===== src/rtl/ofmap_pkg.sv =====
// Shared types and default sizes for the output-feature-map writer.
package ofmap_pkg;

  localparam int unsigned ODWIDTH_DEF = 8;
  localparam int unsigned PACK_DEF    = 4;

  typedef enum logic [1:0] {
    IDLE  = 2'd0,
    RUN   = 2'd1,
    FLUSH = 2'd2
  } state_t;

endpackage


===== src/rtl/ofmap_writer_requant.sv =====
// Requantizer: round-half-up right shift, optional ReLU, saturate, one register stage.
module requant
  import ofmap_pkg::*;
#(
  parameter int unsigned DWIDTH  = 32,
  parameter int unsigned ODWIDTH = ODWIDTH_DEF
) (
  input  logic               clk,
  input  logic               rstn,
  input  logic               valid,
  input  logic [DWIDTH-1:0]  data,
  input  logic [4:0]         shift,
  input  logic               relu,
  output logic               q_valid,
  output logic [ODWIDTH-1:0] q
);

  localparam int unsigned RW = DWIDTH + 1;
  localparam logic signed [DWIDTH:0] MAXV =
    signed'({{(DWIDTH-ODWIDTH+2){1'b0}}, {(ODWIDTH-1){1'b1}}});
  localparam logic signed [DWIDTH:0] MINV =
    signed'({{(DWIDTH-ODWIDTH+2){1'b1}}, {(ODWIDTH-1){1'b0}}});

  logic signed [DWIDTH:0] ext;
  logic signed [DWIDTH:0] rnd;
  logic signed [DWIDTH:0] v;
  logic [ODWIDTH-1:0]     qn;

  always_comb begin
    ext = signed'({data[DWIDTH-1], data});
    rnd = '0;
    v   = ext;
    if (shift != '0) begin
      rnd = signed'(RW'(1) << (shift - 5'd1));
      v   = (ext + rnd) >>> shift;
    end
    if (relu && v[DWIDTH]) v = '0;
    if (v > MAXV)      qn = MAXV[ODWIDTH-1:0];
    else if (v < MINV) qn = MINV[ODWIDTH-1:0];
    else               qn = v[ODWIDTH-1:0];
  end

  always_ff @(posedge clk or negedge rstn) begin
    if (!rstn) begin
      q_valid <= 1'b0;
      q       <= '0;
    end else begin
      q_valid <= valid;
      if (valid) q <= qn;
    end
  end

endmodule


===== src/rtl/ofmap_writer.sv =====
// Output-feature-map writer: requantizes a tile of results and packs them into buffer words.
module ofmap_writer
  import ofmap_pkg::*;
#(
  parameter int unsigned DWIDTH  = 32,
  parameter int unsigned ODWIDTH = ODWIDTH_DEF,
  parameter int unsigned PACK    = PACK_DEF,
  parameter int unsigned AWIDTH  = 10
) (
  input  logic                      clk,
  input  logic                      rstn,
  input  logic                      cfg_start,
  input  logic [4:0]                cfg_shift,
  input  logic                      cfg_relu,
  input  logic [AWIDTH-1:0]         cfg_base,
  input  logic [AWIDTH+1:0]         cfg_count,
  input  logic                      result_valid,
  input  logic [DWIDTH-1:0]         result,
  output logic                      wr_en,
  output logic [AWIDTH-1:0]         wr_addr,
  output logic [ODWIDTH*PACK-1:0]   wr_data,
  output logic                      busy,
  output logic                      done,
  output logic                      err
);

  localparam int unsigned WW = ODWIDTH * PACK;
  localparam int unsigned LW = (PACK > 1) ? $clog2(PACK) : 1;
  localparam int unsigned CW = AWIDTH + 2;

  state_t             state;
  logic [4:0]         shift_r;
  logic               relu_r;
  logic [CW-1:0]      count_r;
  logic [CW-1:0]      elem_cnt;
  logic [LW-1:0]      lane;
  logic [WW-1:0]      pack;
  logic [WW-1:0]      pack_next;
  logic [AWIDTH-1:0]  addr_cnt;
  logic               accept;
  logic               last_beat;
  logic               q_last;
  logic               q_valid;
  logic [ODWIDTH-1:0] q;
  logic               word_done;

  requant #(
    .DWIDTH (DWIDTH),
    .ODWIDTH(ODWIDTH)
  ) u_requant (
    .clk    (clk),
    .rstn   (rstn),
    .valid  (accept),
    .data   (result),
    .shift  (shift_r),
    .relu   (relu_r),
    .q_valid(q_valid),
    .q      (q)
  );

  always_comb begin
    accept    = (state == RUN) && result_valid;
    last_beat = accept && (elem_cnt == count_r - CW'(1));
    pack_next = pack;
    for (int unsigned i = 0; i < PACK; i++) begin
      if (lane == LW'(i)) pack_next[i*ODWIDTH +: ODWIDTH] = q;
    end
    word_done = q_valid && ((lane == LW'(PACK - 1)) || q_last);
  end

  // q_last travels alongside the requant register so the pack stage knows the tile's final element.
  always_ff @(posedge clk or negedge rstn) begin
    if (!rstn) begin
      state    <= IDLE;
      shift_r  <= '0;
      relu_r   <= 1'b0;
      count_r  <= '0;
      elem_cnt <= '0;
      lane     <= '0;
      pack     <= '0;
      addr_cnt <= '0;
      q_last   <= 1'b0;
      wr_en    <= 1'b0;
      wr_addr  <= '0;
      wr_data  <= '0;
      busy     <= 1'b0;
      done     <= 1'b0;
      err      <= 1'b0;
    end else begin
      wr_en  <= 1'b0;
      done   <= 1'b0;
      q_last <= last_beat;

      case (state)
        IDLE: begin
          if (cfg_start) begin
            shift_r  <= cfg_shift;
            relu_r   <= cfg_relu;
            count_r  <= cfg_count;
            addr_cnt <= cfg_base;
            elem_cnt <= '0;
            lane     <= '0;
            pack     <= '0;
            if (cfg_count == '0) begin
              done <= 1'b1;
            end else begin
              state <= RUN;
              busy  <= 1'b1;
            end
          end
        end
        RUN: begin
          if (accept) begin
            elem_cnt <= elem_cnt + CW'(1);
            if (last_beat) state <= FLUSH;
          end
        end
        FLUSH: begin
          if (done) begin
            state <= IDLE;
            busy  <= 1'b0;
          end
        end
        default: state <= IDLE;
      endcase

      if ((cfg_start && state != IDLE) || (result_valid && state != RUN)) err <= 1'b1;

      if (q_valid) begin
        if (word_done) begin
          wr_en    <= 1'b1;
          wr_data  <= pack_next;
          wr_addr  <= addr_cnt;
          addr_cnt <= addr_cnt + AWIDTH'(1);
          pack     <= '0;
          lane     <= '0;
          if (q_last) done <= 1'b1;
        end else begin
          pack <= pack_next;
          lane <= lane + LW'(1);
        end
      end
    end
  end

endmodule


===== config.mk =====
export PLATFORM = sky130hd
export DESIGN_NAME = ofmap_writer
export DESIGN_NICKNAME = d
export VERILOG_FILES = /design/src/rtl/ofmap_pkg.sv /design/src/rtl/ofmap_writer_requant.sv /design/src/rtl/ofmap_writer.sv
export SDC_FILE = /design/constraint.sdc
export NUM_CORES = 1
export LEC_CHECK = 0
export ABC_CLOCK_PERIOD_IN_PS = 6300
export CAP_MARGIN = 10
export CORE_ASPECT_RATIO = 1.75
export CORE_UTILIZATION = 45
export DETAILED_ROUTE_END_ITERATION = 7
export GPL_TIMING_DRIVEN = 0
export PLACE_DENSITY = 0.75
export SLEW_MARGIN = 5
export SYNTH_ARGS = -nofsm -noshare
export SYNTH_HDL_FRONTEND = slang
export SYNTH_SLANG_ARGS = --single-unit
export TNS_END_PERCENT = 30

===== constraint.sdc =====
create_clock -name clk -period 6.3 [get_ports clk]
set_input_delay 1.26 -clock clk [delete_from_list [all_inputs] [get_ports clk]]
set_output_delay 1.26 -clock clk [all_outputs]
set_load 0.01 [all_outputs]

==> results.md, run 1 <==
* Die Span X at 125 µm
* Peak supply drop at 0.214 mV
* Power Density at 525 mW/mm²
* Clock sink total at 132
* H-tree depth at 4
* CP max FO at 10
* Top cells by area, synth: dfrtp_1 28%, nand2_1 7.5%, nor2_1 5.3%, o21ai_0 4.6%, mux2i_1 4.2%
* Fin nets at 1755
* Slew Viols, Final at 0
* Asr flop ratio synth at 100%
* Layout area overhead at 22.0%
* Max Cap Violations at 0
* RSZ-0062 raised after global routing: false
* Post-Syn Nets at 1607
* Status: complete, no violations
* Worst reg-to-reg path cell count at 21
* Crit-path cells: buf_2 -> inv_4 -> nand2_1 -> clkbuf_4 -> nor2_1 -> ha_1 -> buf_4 -> a21oi_1 -> o21ai_0 -> a211oi_1 -> o221ai_2 -> xor2_2 -> nor3_1 -> a31o_2 -> o41ai_4 -> a41oi_1 -> or4b_1 -> clkbuf_2 -> nor4_1 -> a21oi_1 -> o21ai_1
* DR DRC count at 0
* Lkg Pwr at 0.00598 µW
* GRT Total Usage at 44.8%
* CTS tree: done
* HP Class: flop to flop
* Arrival @ worst endpoint at 6610 ps
* Hold path start: wr_data[9]$_DFFE_PN0P_
* Flops & latches, synth at 132
* Number of flops mapped to enable cells by yosys at 0
* Register area at 0.00331 mm²
* Starting density of the core at 45.8%
* Max incr delay on CP at 680 ps
* Critical setup path kind: flop to flop
* Hold Path End: wr_data[9]$_DFFE_PN0P_
* Endpoints failing setup at 0
* Fin. Hold Viols at 0
* Final worst-path cycle share at 99.4%
* Layout Skew at 10.6 ps
* Final Instance Area at 0.0145 mm²
* Total core area at 0.0259 mm²
* Avg Cell Area, Syn at 7.89 µm²
* R2R Setup Slk at 40 ps
* Area of the die at 0.0270 mm²
* Sequential element share of the synthesized area at 27.9%
* Maximum clock frequency at 160 MHz
* WHS at 479 ps
* Levels on crit path at 21
* Unique masters post-synth at 109
* Drt wl/cell at 30.4 µm
* Fillers at 2395
* Cell taking the most area after synthesis: dfrtp_1
* Post-synthesis cell count at 1503
* Syn Std Cell Area at 0.0119 mm²
* Reg2reg end: u_requant.q[5]$_DFFE_PN0P_
* Top cells by count, synth: 238 x nand2_1, 167 x nor2_1, 132 x dfrtp_1, 110 x o21ai_0, 76 x a21oi_1
* Ports at 110
* R2R Path Start: shift_r[1]$_DFFE_PN0P_
* Die Span Y at 217 µm
* Kind of start point of the critical path: flop
* Placer congestion estimate at 1.09
* CP Capture Type: flop
* Multi-input gate area at 0.00835 mm²
* Antenna viol nets, final at 0
* Hold path depth at 2
* CP most frequent cell: a21oi_1
* Worst skew pair latency at 440 ps
* Port Buffers at 109
* Ys flop type: dfrtp_1
* Initial DRC Count at 1207
* Number of global-route vias before repair at 13902
* Antenna violations before repair at 3
* Top-count cell post-synth: nand2_1
* Yosys warning count at 0
* Slew margin rel. at 37.8%
* Via density at 6.81
* Synth top area share at 27.9%
* Min Tclk post-route at 6260 ps
* Placed cell areas at 0.0134 mm²
* Final WL at 60400 µm
* Via count at 13511
* Grt total ovfl at 0
* First-pass iteration count of the detailed router at 6
* Post-route insts no fill at 1985
* Clock-pin slew on the worst setup and hold paths at 60 ps
* # rows at 78
* Pin count of the biggest net entering global routing at 100
* Root Buffer: clkbuf_16
* Deepest clock path buffer count at 2
* Delay-heaviest family, CP: compound AO/OA/AOI/OAI gates
* TritonCTS Buffers at 17
* CP bufs+invs at 5
* Post-DP HPWL at 46300 µm
* Placed Cells at 1933
* Share of post-route cells with drive strength above 1 at 13.2%
* Critical path's slowest cell: o41ai_4
* WP data required at 6650 ps
* First-pass GRT wire length at 88100 µm
* Worst-margin pin slew at 924 ps
[power breakdown]
| part | internal, µW | total [µW] | switching [µW] | leakage, µW |
|---|---|---|---|---|
| sequential | 1150 | 1410 | 257 | 0.00166 |
| clock | 543 | 911 | 368 | 0.000261 |
| combinational | 1750 | 5270 | 3520 | 0.00405 |
| total | 3450 | 7590 | 4140 | 0.00598 |
[cell families (layout without fill, tap and decap cells)]
| family | Yosys count | in the layout | share of synthesized area [%] |
|---|---|---|---|
| adder cells (fa/ha/maj) | 40 | 40 | 4.28 |
| multiplexers | 67 | 67 | 6.27 |
| flip-flops | 132 | 132 | 27.9 |
| other | 0 | 2 | 0 |
| AND/OR/NAND/NOR | 598 | 598 | 23.3 |
| buffers and inverters | 133 | 293 | 4.72 |
| XOR/XNOR | 46 | 46 | 3.62 |
| AO/OA/AOI/OAI | 487 | 487 | 29.9 |
[worst min-delay path, cell delays in order (launching register included)]
cell and delay, ps:
dfrtp_1 340, nand2_1 40, o21ai_0 60
[state kept, by name, summed over array words and instances, names as in the netlist, 2 cells and up]
name	cells
addr_cnt	10
count_r	12
elem_cnt	12
lane	2
pack	32
shift_r	5
state	2
u_requant.q	8
wr_addr	10
wr_data	32
[worst max-delay path by stage]
| stage | startpoint | endpoint | slack (ps) |
|---|---|---|---|
| after floorplan | shift_r[0]$_DFFE_PN0P_ | u_requant.q[2]$_DFFE_PN0P_ | 1290 |
| after global placement | shift_r[2]$_DFFE_PN0P_ | u_requant.q[4]$_DFFE_PN0P_ | -2050 |
| after detailed placement | shift_r[2]$_DFFE_PN0P_ | u_requant.q[5]$_DFFE_PN0P_ | -1700 |
| after CTS | shift_r[2]$_DFFE_PN0P_ | u_requant.q[5]$_DFFE_PN0P_ | 20 |
| after global routing | result[17] | u_requant.q[4]$_DFFE_PN0P_ | 3 |
| final | shift_r[1]$_DFFE_PN0P_ | u_requant.q[5]$_DFFE_PN0P_ | 40 |
[layout by cell type (no fill, tap or decap), drive strengths merged, types with 32 or more instances in the layout]
cell,netlist,final
clkbuf,45,63
nand3,34,34
a21oi,84,84
nand2,240,240
nor2,167,167
nor3,35,35
ha,39,39
o21ai,126,126
dfrtp,132,132
clkdlybuf4s50,0,107
inv,33,32
mux2i,51,51
buf,53,76
[layer usage]
| layer | track usage, % | routed length [µm] |
|---|---|---|
| met2 | 78.1 | 29800 |
| met1 | 39.1 | 18400 |
| met4 | 51.1 | 8160 |
| met5 | 0.184 | 0 |
| met3 | 11.4 | 4050 |
[what timing repair did]
item / 4_1_cts / 5_1_grt
resized for setup: 62 / 45
gates cloned: 0 / 0
endpoints found under the setup margin: 7 / 7
buffers inserted: 8 / 13
hold buffers: 0 / 0
pin swaps: 6 / 11
[layout make-up]
class	count	area share (%)
buffer	96	3.13
inverter	35	0.960
clock buffer	20	3.09
clock inverter	11	0.605
sequential	132	22.9
tap	320	2.77
multi-input combinational	1238	57.7
antenna	2	0.0346
timing repair buffer	131	8.85
[metrics by stage]
| step | power, µW | util [%] | worst slack [ps] | setup TNS (ps) |
|---|---|---|---|---|
| floorplan | 4240 | - | 1290 | 0 |
| global placement | 6090 | 51.6 | -2050 | -145600 |
| detailed placement | 6080 | 51.8 | -1700 | -11680 |
| CTS | 7160 | 55.0 | 15.1 | 0 |
| global route | 7870 | 55.9 | 2.85 | 0 |
| finish | 7590 | 55.9 | 38.9 | 0 |
Note: power is estimated with default switching activity, not from simulation.
==> inputs of run 2 (changes only) <==
ABC_CLOCK_PERIOD_IN_PS = 5710   (was 6300)
PLACE_DENSITY = 0.78   (was 0.75)
SKIP_LAST_GASP = 1   (was unset)
SLEW_MARGIN = 20   (was 5)
clock period = 5.71 ns   (was 6.3 ns; I/O delays follow)
==> run 2 against run 1 <==
  * The run now ends with negative setup slack left
  * Flip-flop and latch count is the same
  * Die area is the same
  * Core utilization grew 3.3 points
  * Via count grew 4.7%
  * Routed wire length grew 5.2%
  * Combinational power grew 19%
  * Setup slack lost 73 ps
  * Non-clock buffer count grew 38
  * Fmax grew 9.0%
  * Clock-buffer cell count is the same
  * Largest cell class unchanged
==> results.md, run 2 (same netlist as run 1, synthesis figures left out) <==
* Pin count of the biggest net entering global routing at 78
* Port Buffers at 109
* Lkg Pwr at 0.00630 µW
* Via count at 14141
* Worst reg-to-reg path cell count at 20
* Slew margin rel. at 19.7%
* Ports at 110
* WP data required at 6060 ps
* Grt total ovfl at 0
* R2R Path Start: shift_r[0]$_DFFE_PN0P_
* Die Span Y at 217 µm
* Met2 Resource Use GR at 81.1%
* R2R Setup Slk at -30 ps
* HP Class: flop to flop
* Busiest layer in global routing: met2
* Hold Path End: wr_addr[6]$_DFFE_PN0P_
* Worst-margin pin slew at 1200 ps
* Fin nets at 1793
* Final WL at 63500 µm
* Status: finished with violations
* Placer congestion estimate at 1.10
* CP max FO at 10
* Clock sink total at 132
* Commonest non-fill, non-tap cells in the layout: 228 x nand2_1, 149 x nor2_1, 128 x dfrtp_1, 107 x clkdlybuf4s50_1, 100 x o21ai_0
* H-tree depth at 4
* CTS tree: done
* DR DRC count at 0
* TritonCTS Buffers at 17
* Power Density at 591 mW/mm²
* # rows at 78
* Area of the die at 0.0270 mm²
* Failing checks: negative setup slack
* Kind of start point of the critical path: flop
* First-pass GRT wire length at 93100 µm
* Reg2reg end: u_requant.q[2]$_DFFE_PN0P_
* Fin. Hold Viols at 0
* Maximum clock frequency at 174 MHz
* Met1 usage at 40.1%
* Worst skew pair latency at 440 ps
* Max Cap Violations at 0
* Final TNS setup at -36.0 ps
* Hold path start: wr_addr[6]$_DFFE_PN0P_
* Worst Setup SP: shift_r[0]$_DFFE_PN0P_
* Min Tclk post-route at 5740 ps
* Peak supply drop at 0.213 mV
* Share of post-route cells with drive strength above 1 at 18.2%
* Critical setup path kind: flop to flop
* Antenna violations before repair at 3
* Clock-pin slew on the worst setup and hold paths at 60 ps
* Die Span X at 125 µm
* Final worst-path cycle share at 101%
* Initial DRC Count at 1222
* First-pass iteration count of the detailed router at 6
* Top Registers: pack x32, wr_data x32
* Endpoints failing setup at 2
* Layout Skew at 9.98 ps
* Root Buffer: clkbuf_16
* CP Capture Type: flop
* GR Util met3 at 13.2%
* Number of global-route vias before repair at 14488
* Post-DP HPWL at 48000 µm
* Layout area overhead at 29.3%
* Total core area at 0.0259 mm²
* Starting density of the core at 45.8%
* Antenna viol nets, final at 0
* Arrival @ worst endpoint at 6090 ps
* Slew Viols, Final at 0
* Deepest clock path buffer count at 2
* Fin util at 59.3%
* Final WS setup at -34.5 ps
* Most common cell after layout, fill and taps aside: nand2_1
* Via density at 6.98
* Hold path depth at 2
* GRT Total Usage at 47.1%
* CTS Hold Buffers Added at 0
* Drt wl/cell at 31.4 µm
* Pwr Total at 9060 µW
[run 2: changes by cell type in the layout (fill, tap and decap cells not counted), sizes merged]
cell / previous run / this run
buf: 76 / 120
bufinv: 1 / 5
clkbuf: 63 / 57
clkinv: 9 / 5
clkinvlp: 4 / 5
diode: 2 / 3
[run 2: layout make-up]
type / count / area [µm²]
multi-input combinational: 1238 / 8710
timing repair buffer: 169 / 1580
fill: 2290 / 10500
tap: 320 / 400
clock buffer: 20 / 447
sequential: 132 / 3310
antenna: 3 / 7.51
inverter: 35 / 149
buffer: 96 / 526
clock inverter: 12 / 204
[run 2: metrics by stage]
step / std cells / cell area [µm²] / hold WS [ps] / setup WS [ps]
2_1_floorplan: 1503 / 11900 / 453 / 697
6_report: 2025 / 15300 / 478 / -34.5
3_3_place_gp: 1932 / 13300 / 458 / -2650
5_1_grt: 2022 / 15300 / 512 / -71.6
4_1_cts: 1994 / 14800 / 484 / 5.21
3_5_place_dp: 1934 / 13400 / 462 / -2610
[run 2: where the power goes]
part | internal [µW] | switching (µW) | leakage (µW)
clock network | 786 | 425 | 0.000306
registers | 1270 | 298 | 0.00166
logic | 2170 | 4110 | 0.00433
total | 4220 | 4830 | 0.00630
[run 2: critical path, stage by stage (launching register included)]
cell        delay [ps]
dfrtp_2            520
clkinvlp_4         270
nand2_1            190
buf_4              260
nor2_1             140
ha_2               400
buf_2              250
nand4_1            210
nor2_2             210
inv_1              110
o31ai_4            370
mux2i_4            420
buf_4              190
a211oi_1           120
o22ai_2            540
o221ai_1           360
or3_1              440
buf_2              190
nor4b_2            260
a22oi_1            110
o21ai_0             90
[run 2: worst max-delay path by stage]
stage	to	slack (ps)	cells after the start
global placement	u_requant.q[2]$_DFFE_PN0P_	-2650	19
finish	u_requant.q[2]$_DFFE_PN0P_	-30	20
global route	u_requant.q[2]$_DFFE_PN0P_	-70	23
floorplan	u_requant.q[2]$_DFFE_PN0P_	700	21
CTS	u_requant.q[4]$_DFFE_PN0P_	5	22
detailed placement	u_requant.q[2]$_DFFE_PN0P_	-2610	19
[run 2: per-layer routing]
| layer | vias up | part of all wire [%] | routed length (µm) |
|---|---|---|---|
| met4 | 4 | 14 | 9110 |
| met3 | 455 | 7.7 | 4900 |
| met2 | 930 | 49 | 31000 |
| met5 | - | 0.036 | 23 |
| li1 | 5994 | - | - |
| met1 | 6758 | 29 | 18500 |
[run 2: repair_timing]
action | in CTS | in global routing
gates resized for setup | 124 | 86
gates cloned | 0 | 0
pin swaps | 17 | 24
hold endpoints to repair | 0 | 0
setup buffers | 30 | 28
setup endpoints to repair | 8 | 7
